--- src/rtl/cu_pkg.sv ---
// Shared types and encodings for the multicycle RV32I control unit.
package cu_pkg;

    localparam int unsigned OP_W   = 7;
    localparam int unsigned F3_W   = 3;
    localparam int unsigned F7_W   = 7;
    localparam int unsigned ALU_W  = 3;
    localparam int unsigned IMM_W  = 3;
    localparam int unsigned SRC_W  = 2;

    typedef enum logic [3:0] {
        S_FETCH,
        S_DECODE,
        S_MEMADR,
        S_MEMREAD,
        S_MEMWB,
        S_MEMWRITE,
        S_EXECR,
        S_EXECI,
        S_LUI,
        S_ALUWB,
        S_BRANCH,
        S_JAL,
        S_JALR,
        S_JALR_WB,
        S_HALT
    } state_t;

    localparam logic [ALU_W-1:0] ALU_ADD = 3'b000;
    localparam logic [ALU_W-1:0] ALU_SUB = 3'b001;
    localparam logic [ALU_W-1:0] ALU_AND = 3'b010;
    localparam logic [ALU_W-1:0] ALU_OR  = 3'b011;
    localparam logic [ALU_W-1:0] ALU_SLT = 3'b101;

    localparam logic [IMM_W-1:0] IMM_I = 3'b000;
    localparam logic [IMM_W-1:0] IMM_S = 3'b001;
    localparam logic [IMM_W-1:0] IMM_B = 3'b010;
    localparam logic [IMM_W-1:0] IMM_U = 3'b011;
    localparam logic [IMM_W-1:0] IMM_J = 3'b100;

    localparam logic [SRC_W-1:0] SRCA_PC    = 2'b00;
    localparam logic [SRC_W-1:0] SRCA_OLDPC = 2'b01;
    localparam logic [SRC_W-1:0] SRCA_RD1   = 2'b10;
    localparam logic [SRC_W-1:0] SRCA_ZERO  = 2'b11;

    localparam logic [SRC_W-1:0] SRCB_RD2  = 2'b00;
    localparam logic [SRC_W-1:0] SRCB_IMM  = 2'b01;
    localparam logic [SRC_W-1:0] SRCB_FOUR = 2'b10;

    localparam logic [SRC_W-1:0] RES_ALUOUT = 2'b00;
    localparam logic [SRC_W-1:0] RES_DATA   = 2'b01;
    localparam logic [SRC_W-1:0] RES_ALURES = 2'b10;

    localparam logic [OP_W-1:0] OP_LOAD   = 7'b0000011;
    localparam logic [OP_W-1:0] OP_STORE  = 7'b0100011;
    localparam logic [OP_W-1:0] OP_R      = 7'b0110011;
    localparam logic [OP_W-1:0] OP_IMM    = 7'b0010011;
    localparam logic [OP_W-1:0] OP_BRANCH = 7'b1100011;
    localparam logic [OP_W-1:0] OP_JAL    = 7'b1101111;
    localparam logic [OP_W-1:0] OP_JALR   = 7'b1100111;
    localparam logic [OP_W-1:0] OP_LUI    = 7'b0110111;

    // Immediate format selected purely by opcode; unknown opcodes fall back to I.
    function automatic logic [IMM_W-1:0] imm_src_of(input logic [OP_W-1:0] op);
        case (op)
            OP_STORE:  return IMM_S;
            OP_BRANCH: return IMM_B;
            OP_LUI:    return IMM_U;
            OP_JAL:    return IMM_J;
            default:   return IMM_I;
        endcase
    endfunction

endpackage

--- src/rtl/mc_alu_decode.sv ---
// ALU operation decode and legality check for R, I-ALU and branch encodings.
module mc_alu_decode
    import cu_pkg::*;
(
    input  logic [OP_W-1:0]  op,
    input  logic [F3_W-1:0]  func3,
    input  logic [F7_W-1:0]  func7,
    output logic [ALU_W-1:0] alu_ctrl,
    output logic             illegal
);

    logic [ALU_W-1:0] f3_op;
    logic             f3_ok;

    // Shared func3 map for R and I-ALU: add, slt, or, and only.
    always_comb begin
        f3_op = ALU_ADD;
        f3_ok = 1'b1;
        case (func3)
            3'b000:  f3_op = ALU_ADD;
            3'b010:  f3_op = ALU_SLT;
            3'b110:  f3_op = ALU_OR;
            3'b111:  f3_op = ALU_AND;
            default: f3_ok = 1'b0;
        endcase
    end

    always_comb begin
        alu_ctrl = ALU_ADD;
        illegal  = 1'b0;
        case (op)
            OP_R: begin
                alu_ctrl = f3_op;
                if (!f3_ok) begin
                    illegal = 1'b1;
                end else if (func7 == 7'b0100000) begin
                    // Alternate func7 is only defined for sub.
                    if (func3 == 3'b000) alu_ctrl = ALU_SUB;
                    else                 illegal  = 1'b1;
                end else if (func7 != 7'b0000000) begin
                    illegal = 1'b1;
                end
            end
            OP_IMM: begin
                alu_ctrl = f3_op;
                illegal  = !f3_ok;
            end
            OP_BRANCH: begin
                alu_ctrl = ALU_SUB;
                illegal  = (func3[2:1] != 2'b00);
            end
            default: ;
        endcase
    end

endmodule

--- src/rtl/multicycle_cu.sv ---
// Moore control FSM for the shared-memory multicycle RV32I datapath.
module multicycle_cu
    import cu_pkg::*;
#(
    parameter bit HALT_ON_ILLEGAL = 1'b1
) (
    input  logic              clk,
    input  logic              rst,
    input  logic [31:0]       instr,
    input  logic              Zero,
    input  logic              mem_ready,
    output logic              mem_req,
    output logic              MemWrite,
    output logic              AdrSrc,
    output logic              IRWrite,
    output logic              PCWrite,
    output logic [SRC_W-1:0]  ALUSrcA,
    output logic [SRC_W-1:0]  ALUSrcB,
    output logic [ALU_W-1:0]  ALUctrl,
    output logic [SRC_W-1:0]  ResultSrc,
    output logic [IMM_W-1:0]  ImmSrc,
    output logic              RegWrite,
    output logic              halted
);

    state_t state;
    state_t state_n;

    logic [OP_W-1:0]  op;
    logic [F3_W-1:0]  func3;
    logic [F7_W-1:0]  func7;
    logic [ALU_W-1:0] dec_alu;
    logic             dec_illegal;
    logic             unused_instr;

    assign op           = instr[6:0];
    assign func3        = instr[14:12];
    assign func7        = instr[31:25];
    assign unused_instr = ^{instr[24:15], instr[11:7]};

    mc_alu_decode u_alu_decode (
        .op       (op),
        .func3    (func3),
        .func7    (func7),
        .alu_ctrl (dec_alu),
        .illegal  (dec_illegal)
    );

    always_ff @(posedge clk) begin
        if (rst) state <= S_FETCH;
        else     state <= state_n;
    end

    // Opcode dispatch out of DECODE; illegal encodings halt or retire as NOP.
    function automatic state_t dispatch(input logic [OP_W-1:0] o, input logic bad);
        state_t ill;
        ill = HALT_ON_ILLEGAL ? S_HALT : S_FETCH;
        case (o)
            OP_LOAD, OP_STORE: return S_MEMADR;
            OP_R:              return bad ? ill : S_EXECR;
            OP_IMM:            return bad ? ill : S_EXECI;
            OP_BRANCH:         return bad ? ill : S_BRANCH;
            OP_JAL:            return S_JAL;
            OP_JALR:           return S_JALR;
            OP_LUI:            return S_LUI;
            default:           return ill;
        endcase
    endfunction

    always_comb begin
        state_n   = state;
        mem_req   = 1'b0;
        MemWrite  = 1'b0;
        AdrSrc    = 1'b0;
        IRWrite   = 1'b0;
        PCWrite   = 1'b0;
        ALUSrcA   = SRCA_PC;
        ALUSrcB   = SRCB_RD2;
        ALUctrl   = ALU_ADD;
        ResultSrc = RES_ALUOUT;
        ImmSrc    = imm_src_of(op);
        RegWrite  = 1'b0;
        halted    = 1'b0;

        case (state)
            S_FETCH: begin
                mem_req   = 1'b1;
                ALUSrcB   = SRCB_FOUR;
                ResultSrc = RES_ALURES;
                IRWrite   = mem_ready;
                PCWrite   = mem_ready;
                if (mem_ready) state_n = S_DECODE;
            end
            S_DECODE: begin
                ALUSrcA = SRCA_OLDPC;
                ALUSrcB = SRCB_IMM;
                state_n = dispatch(op, dec_illegal);
            end
            S_MEMADR: begin
                ALUSrcA = SRCA_RD1;
                ALUSrcB = SRCB_IMM;
                state_n = (op == OP_STORE) ? S_MEMWRITE : S_MEMREAD;
            end
            S_MEMREAD: begin
                mem_req = 1'b1;
                AdrSrc  = 1'b1;
                if (mem_ready) state_n = S_MEMWB;
            end
            S_MEMWB: begin
                ResultSrc = RES_DATA;
                RegWrite  = 1'b1;
                state_n   = S_FETCH;
            end
            S_MEMWRITE: begin
                mem_req  = 1'b1;
                MemWrite = 1'b1;
                AdrSrc   = 1'b1;
                if (mem_ready) state_n = S_FETCH;
            end
            S_EXECR: begin
                ALUSrcA = SRCA_RD1;
                ALUSrcB = SRCB_RD2;
                ALUctrl = dec_alu;
                state_n = S_ALUWB;
            end
            S_EXECI: begin
                ALUSrcA = SRCA_RD1;
                ALUSrcB = SRCB_IMM;
                ALUctrl = dec_alu;
                state_n = S_ALUWB;
            end
            S_LUI: begin
                ALUSrcA = SRCA_ZERO;
                ALUSrcB = SRCB_IMM;
                state_n = S_ALUWB;
            end
            S_ALUWB: begin
                ResultSrc = RES_ALUOUT;
                RegWrite  = 1'b1;
                state_n   = S_FETCH;
            end
            S_BRANCH: begin
                ALUSrcA   = SRCA_RD1;
                ALUSrcB   = SRCB_RD2;
                ALUctrl   = ALU_SUB;
                ResultSrc = RES_ALUOUT;
                PCWrite   = func3[0] ? !Zero : Zero;
                state_n   = S_FETCH;
            end
            S_JAL: begin
                ALUSrcA   = SRCA_OLDPC;
                ALUSrcB   = SRCB_FOUR;
                ResultSrc = RES_ALUOUT;
                PCWrite   = 1'b1;
                state_n   = S_ALUWB;
            end
            S_JALR: begin
                // PC takes rs1+imm before rd is overwritten, so rd==rs1 is safe.
                ALUSrcA   = SRCA_RD1;
                ALUSrcB   = SRCB_IMM;
                ResultSrc = RES_ALURES;
                PCWrite   = 1'b1;
                state_n   = S_JALR_WB;
            end
            S_JALR_WB: begin
                ALUSrcA   = SRCA_OLDPC;
                ALUSrcB   = SRCB_FOUR;
                ResultSrc = RES_ALURES;
                RegWrite  = 1'b1;
                state_n   = S_FETCH;
            end
            S_HALT: begin
                halted  = 1'b1;
                state_n = S_HALT;
            end
            default: state_n = S_FETCH;
        endcase

        // Reset suppresses every side effect, including an in-flight store.
        if (rst) begin
            mem_req  = 1'b0;
            MemWrite = 1'b0;
            IRWrite  = 1'b0;
            PCWrite  = 1'b0;
            RegWrite = 1'b0;
            halted   = 1'b0;
        end
    end

endmodule

--- config.mk ---
export PLATFORM = sky130hd
export DESIGN_NAME = multicycle_cu
export DESIGN_NICKNAME = d
export VERILOG_FILES = /design/src/rtl/cu_pkg.sv /design/src/rtl/mc_alu_decode.sv /design/src/rtl/multicycle_cu.sv
export SDC_FILE = /design/constraint.sdc
export NUM_CORES = 1
export LEC_CHECK = 0
export ABC_CLOCK_PERIOD_IN_PS = 3000
export BUFFER_PORTS_ARGS = -buffer_cell sky130_fd_sc_hd__buf_2
export CAP_MARGIN = 20
export CORE_MARGIN = 2
export CORE_UTILIZATION = 40
export DETAILED_ROUTE_END_ITERATION = 10
export GPL_TIMING_DRIVEN = 0
export PLACE_DENSITY = 0.75
export SYNTH_ARGS = -nofsm -noshare
export SYNTH_HDL_FRONTEND = slang
export SYNTH_SLANG_ARGS = --single-unit
--- constraint.sdc ---
create_clock -name clk -period 3 [get_ports clk]
set_input_delay 0 -clock clk [delete_from_list [all_inputs] [get_ports clk]]
set_output_delay 0 -clock clk [all_outputs]
set_load 0.05 [all_outputs]
Yosys cells after proc, flatten, opt, wreduce, memory -nomap -nowiden --
Index checks and enable logic that the tools add are counted.
Word-level totals: register bits after elaboration 4, logic and storage cells 89
Cells by class: eq/ne operators 29, muxes and demuxes 39, reductions and logical operators 20
Operator list (count):
- $pmux 4 s8 | 1
- $eq 4x4->1 const B | 7
- $eq 7x6->1 const B | 4
- $pmux 4 s7 | 1
- $eq 7x7->1 const B | 3
- $mux 4 | 5
- $mux 1 | 18
- $pmux 3 s3 | 2
- $eq 4x3->1 const B | 4
- $mux 3 | 5
- $reduce_or 3->1 | 5
- $pmux 3 s4 | 1
- $reduce_or 5->1 | 2
- $eq 4x2->1 const B | 2
- $pmux 2 s2 | 2
- $reduce_or 2->1 | 4
- $reduce_or 4->1 | 2
- $eq 7x2->1 const B | 1
- $eq 7x5->1 const B | 1
- $reduce_bool 7->1 | 1
- $eq 3x3->1 const B | 2
- $ne 2x2->1 const B | 3
- $pmux 1 s3 | 2
- $pmux 2 s3 | 1
- other kinds (8) | 9

Depth between registers and ports, before layout --
depth after elaboration 8, gate-level depth with buffers 6

Modules after synthesis --
From an unflattened synthesis, not the netlist that was laid out.
Unflattened totals: cell total of the unflattened synthesis 150, area, all modules 938.4 um2
By module, submodules not included:
- multicycle_cu | times used 1, cells an instance 124, area an instance 772.0 um2
- mc_alu_decode | times used 1, cells an instance 26, area an instance 166.4 um2

Worst setup path after synthesis --
OpenSTA, ideal clock, no wires.
path kind register to output, start reg state[2], end out mem_req, data arrival time 2.086 ns, setup slack 0.914 ns, stages on the path, launching flop included 5, buffers on the path 1, path through dfxtp_1 > buf_2 > nor2b_1 > or3_1 > a211oi_1
On the way: word-level cells in the longest chain between the ends 4, elaborated cells between the ends (all ways) 6
RTL lines:
- start, declared | RTL line multicycle_cu.sv:26 | state_t state;
- start signal, assigned | RTL line multicycle_cu.sv:51 | else state <= state_n;
- $eq 4x3->1 (tied with other cells) | RTL line multicycle_cu.sv:85 | case (state)
- $reduce_or 3->1 (no line) *
- $mux 1 * | RTL line multicycle_cu.sv:85
- $mux 1 * | RTL line multicycle_cu.sv:180 | if (rst) begin
- end, declared | RTL line multicycle_cu.sv:12 | output logic mem_req,
Mark *: on every way between the ends. The rest lies on a longest branch, timed or not.

Final worst setup path --
start reg state[1], end out ALUctrl[2]
On the way: word-level cells in the longest chain between the ends 3, elaborated cells between the ends (all ways) 5
RTL lines:
- $eq 4x3->1 | RTL line multicycle_cu.sv:85
- $reduce_or 2->1 (no line)
- $pmux 3 s2 * | RTL line multicycle_cu.sv:85
- end, declared | RTL line multicycle_cu.sv:19 | output logic [ALU_W-1:0] ALUctrl,
Marked as above.

==> summary.md <==
| Metric | Value |
|---|---|
| Status | completed |
| Max cap viols | 0 |
| Fraction of layout cells with a size suffix above 1 | 0.320 |
| DP Wirelength | 2100 µm |
| Via-per-instance ratio | 5.84 |
| Clock latency on the worst-skew pair | 0.23 ns |
| CTS tree | done |
| Die area | 0.00269 mm² |
| Clock period minus final worst setup slack | 1.79 ns |
| Fmax | 559 MHz |
| H-tree depth | 1 |
| Initial antenna violation count | 0 |
| Via count | 1,167 |
| Commonest cells after routing, fill and taps aside | buf_2 (39), nor2_1 (13), nand2_1 (10), nor2b_1 (10), o21ai_0 (10) |
| Synth Cell Area | 916 µm² |
| Crit path kind | reg2out |
| Setup tns final | 0 ns |
| Worst Hold Class | in2reg |
| Port-buffer cells | 37 |
| Num rows | 17 |
| DR DRC count | 0 |
| WHS Path Cells | 2 |
| Post-DP Area | 0.00114 mm² |
| DIE HEIGHT | 51.9 µm |
| Top-level port count | 55 |
| # hold bufs at CTS | 0 |
| Final Skew | 0.000358 ns |
| Top flop regs | state x4 |
| Gr ovfl total | 0 |
| Horiz. Die Dim | 51.9 µm |
| Global-route wire length before repair | 4300 µm |
| Sequential area share after synthesis | 0.0874 |
| Ys Warns | 0 |
| Fin crit share | 0.597 |
| # resized after CTS | 0 |
| Syn Nets | 168 |
| Setup crit end kind | primary output |
| Initial core utilization | 0.418 |
| Pwr per Cell Area | 1060 mW/mm² |
| Core Area | 0.00219 mm² |
| Gate Count Post-Synth | 132 |
| Lkg Pwr | 0.509 nW |
| Largest net degree at the start of global routing | 11 |
| Layout area overhead | 26.5% |
| Initial DRT Pass Iterations | 4 |
| Clk sinks | 4 |
| Syn_area_per_cell | 6.94 µm² |
| Setup crit start kind | flip-flop |
| # fillers | 233 |
| Unrepaired setup endpoints after global routing | false |
| Post-CTS Setup Bufs | 0 |
| Synth area leaders | dfxtp_1 (8.7%), nor2b_1 (6.8%), clkbuf_8 (6.0%) |
| CTS Buf Count | 3 |
| Slew Viols, Final | 0 |
| Max FFs per register | 4 |
| Critical Path AT | 1.79 ns |
| Overall power | 0.00123 W |
| Crit path max fanout | 10 |
| Dpl ws | 1.44 ns |
| FF-to-FF path depth | 5 |
| GRT Total Usage | 0.202 |
| DRT antenna net count | 0 |
| Setup ws final | 1.21 ns |
| Wirelength per Cell | 12.9 µm |
| Commonest non-fill, non-tap cell in the layout | buf_2 |
| Cell taking the most area after synthesis | dfxtp_1 |
| Synth cell types | 47 |
| Vias in the first global route | 999 |
| Critical Path RT | 3.00 ns |
| Post-synth top area share | 0.0874 |
| Max Root-Sink Buffers | 2 |
| # nets final | 210 |
| Final Hold Vio Count | 0 |
| Antenna cells | 0 |
| Setup violators final | 0 |
| Starting DRT DRC Count | 19 |
| Max_slew headroom | 0.734 |
| Clk slew on worst S/H paths | 0.04 ns |
| Register with the most flip-flops | state |
| Cell area after layout | 0.00116 mm² |
| Core Util, Final | 0.529 |
| Routed wire length | 2580 µm |
| CTS root buf | clkbuf_4 |
| Least-Margin Pin Slew | 0.396 ns |
| Worst vdd ir | 0.616 mV |
| Yosys reg bits | 4 |
| RePlAce Congestion | 0.890 |
## through the flow
stage	cells	hold WS, ns
floorplan	132	0.180
global placement	197	0.304
detailed placement	197	0.308
CTS	200	0.0662
global route	200	0.0910
finish	200	0.0728
## cells by family after synthesis
group,after synthesis,synth area share
xor+xnor,3,0.0287
mux,1,0.0109
flops,4,0.0874
compound gates,43,0.331
buf+inv,15,0.126
simple gates,66,0.417
## critical path, stage by stage (launching register included)
cell      delay, ns
dfxtp_1        0.31
clkbuf_8       0.15
clkbuf_8       0.16
clkbuf_1       0.33
nand4_1        0.17
nor3_1         0.15
buf_2          0.28
## synth_stat cells, drive strengths merged
cell / instances
nor2: 13
o21ai: 11
nand2: 10
nor2b: 10
nor3: 9
clkbuf: 6
a21oi: 5
a31oi: 5
inv: 5
a211oi: 4
buf: 4
dfxtp: 4
nand2b: 4
nand3: 4
o211ai: 3
o22ai: 3
and2b: 2
and4: 2
nand3b: 2
nand4: 2
o31ai: 2
or3: 2
xnor2: 2
a211o: 1
a21boi: 1
a21o: 1
a221oi: 1
a22oi: 1
a311oi: 1
a32o: 1
a32oi: 1
and2: 1
and3: 1
and3b: 1
and4bb: 1
mux2i: 1
nand4bb: 1
nor4: 1
o221ai: 1
o311ai: 1
xor2: 1
## layout make-up
type,instances,area (µm²),share of cell area
Sequential cell,4,80.1,0.0691
Multi-Input combinational cell,113,721,0.622
Tap cell,28,35.0,0.0302
Timing Repair Buffer,37,185,0.160
Buffer,10,96.3,0.0832
Clock buffer,3,22.5,0.0194
Inverter,5,18.8,0.0162
## metal layers
| layer | up-vias | global-route usage | share of wire |
|---|---|---|---|
| li1 | 580 | - | - |
| met1 | 530 | 0.250 | 0.43 |
| met2 | 53 | 0.367 | 0.49 |
| met3 | 4 | 0.0230 | 0.060 |
| met4 | 0 | 0.0526 | 0.012 |
| met5 | - | 0 | 0 |
## final timing paths
| kind | start | endpoint | slack [ns] |
|---|---|---|---|
| setup reg to reg | state[2]$_SDFFE_PP0P_ | state[2]$_SDFFE_PP0P_ | 1.50 |
| setup / recovery | state[1]$_SDFFE_PP0P_ | ALUctrl[2] | 1.21 |
| hold reg to reg | state[1]$_SDFFE_PP0P_ | state[1]$_SDFFE_PP0P_ | 0.76 |
| hold / removal | rst | state[3]$_SDFFE_PP0P_ | 0.07 |
## power by group
group	internal (W)	switching, W
Combinational	0.000327	0.000743
Clock	0.0000447	0.0000208
Sequential	0.0000783	0.0000173
Total	0.000450	0.000781
(Power assumes the default switching activity.)
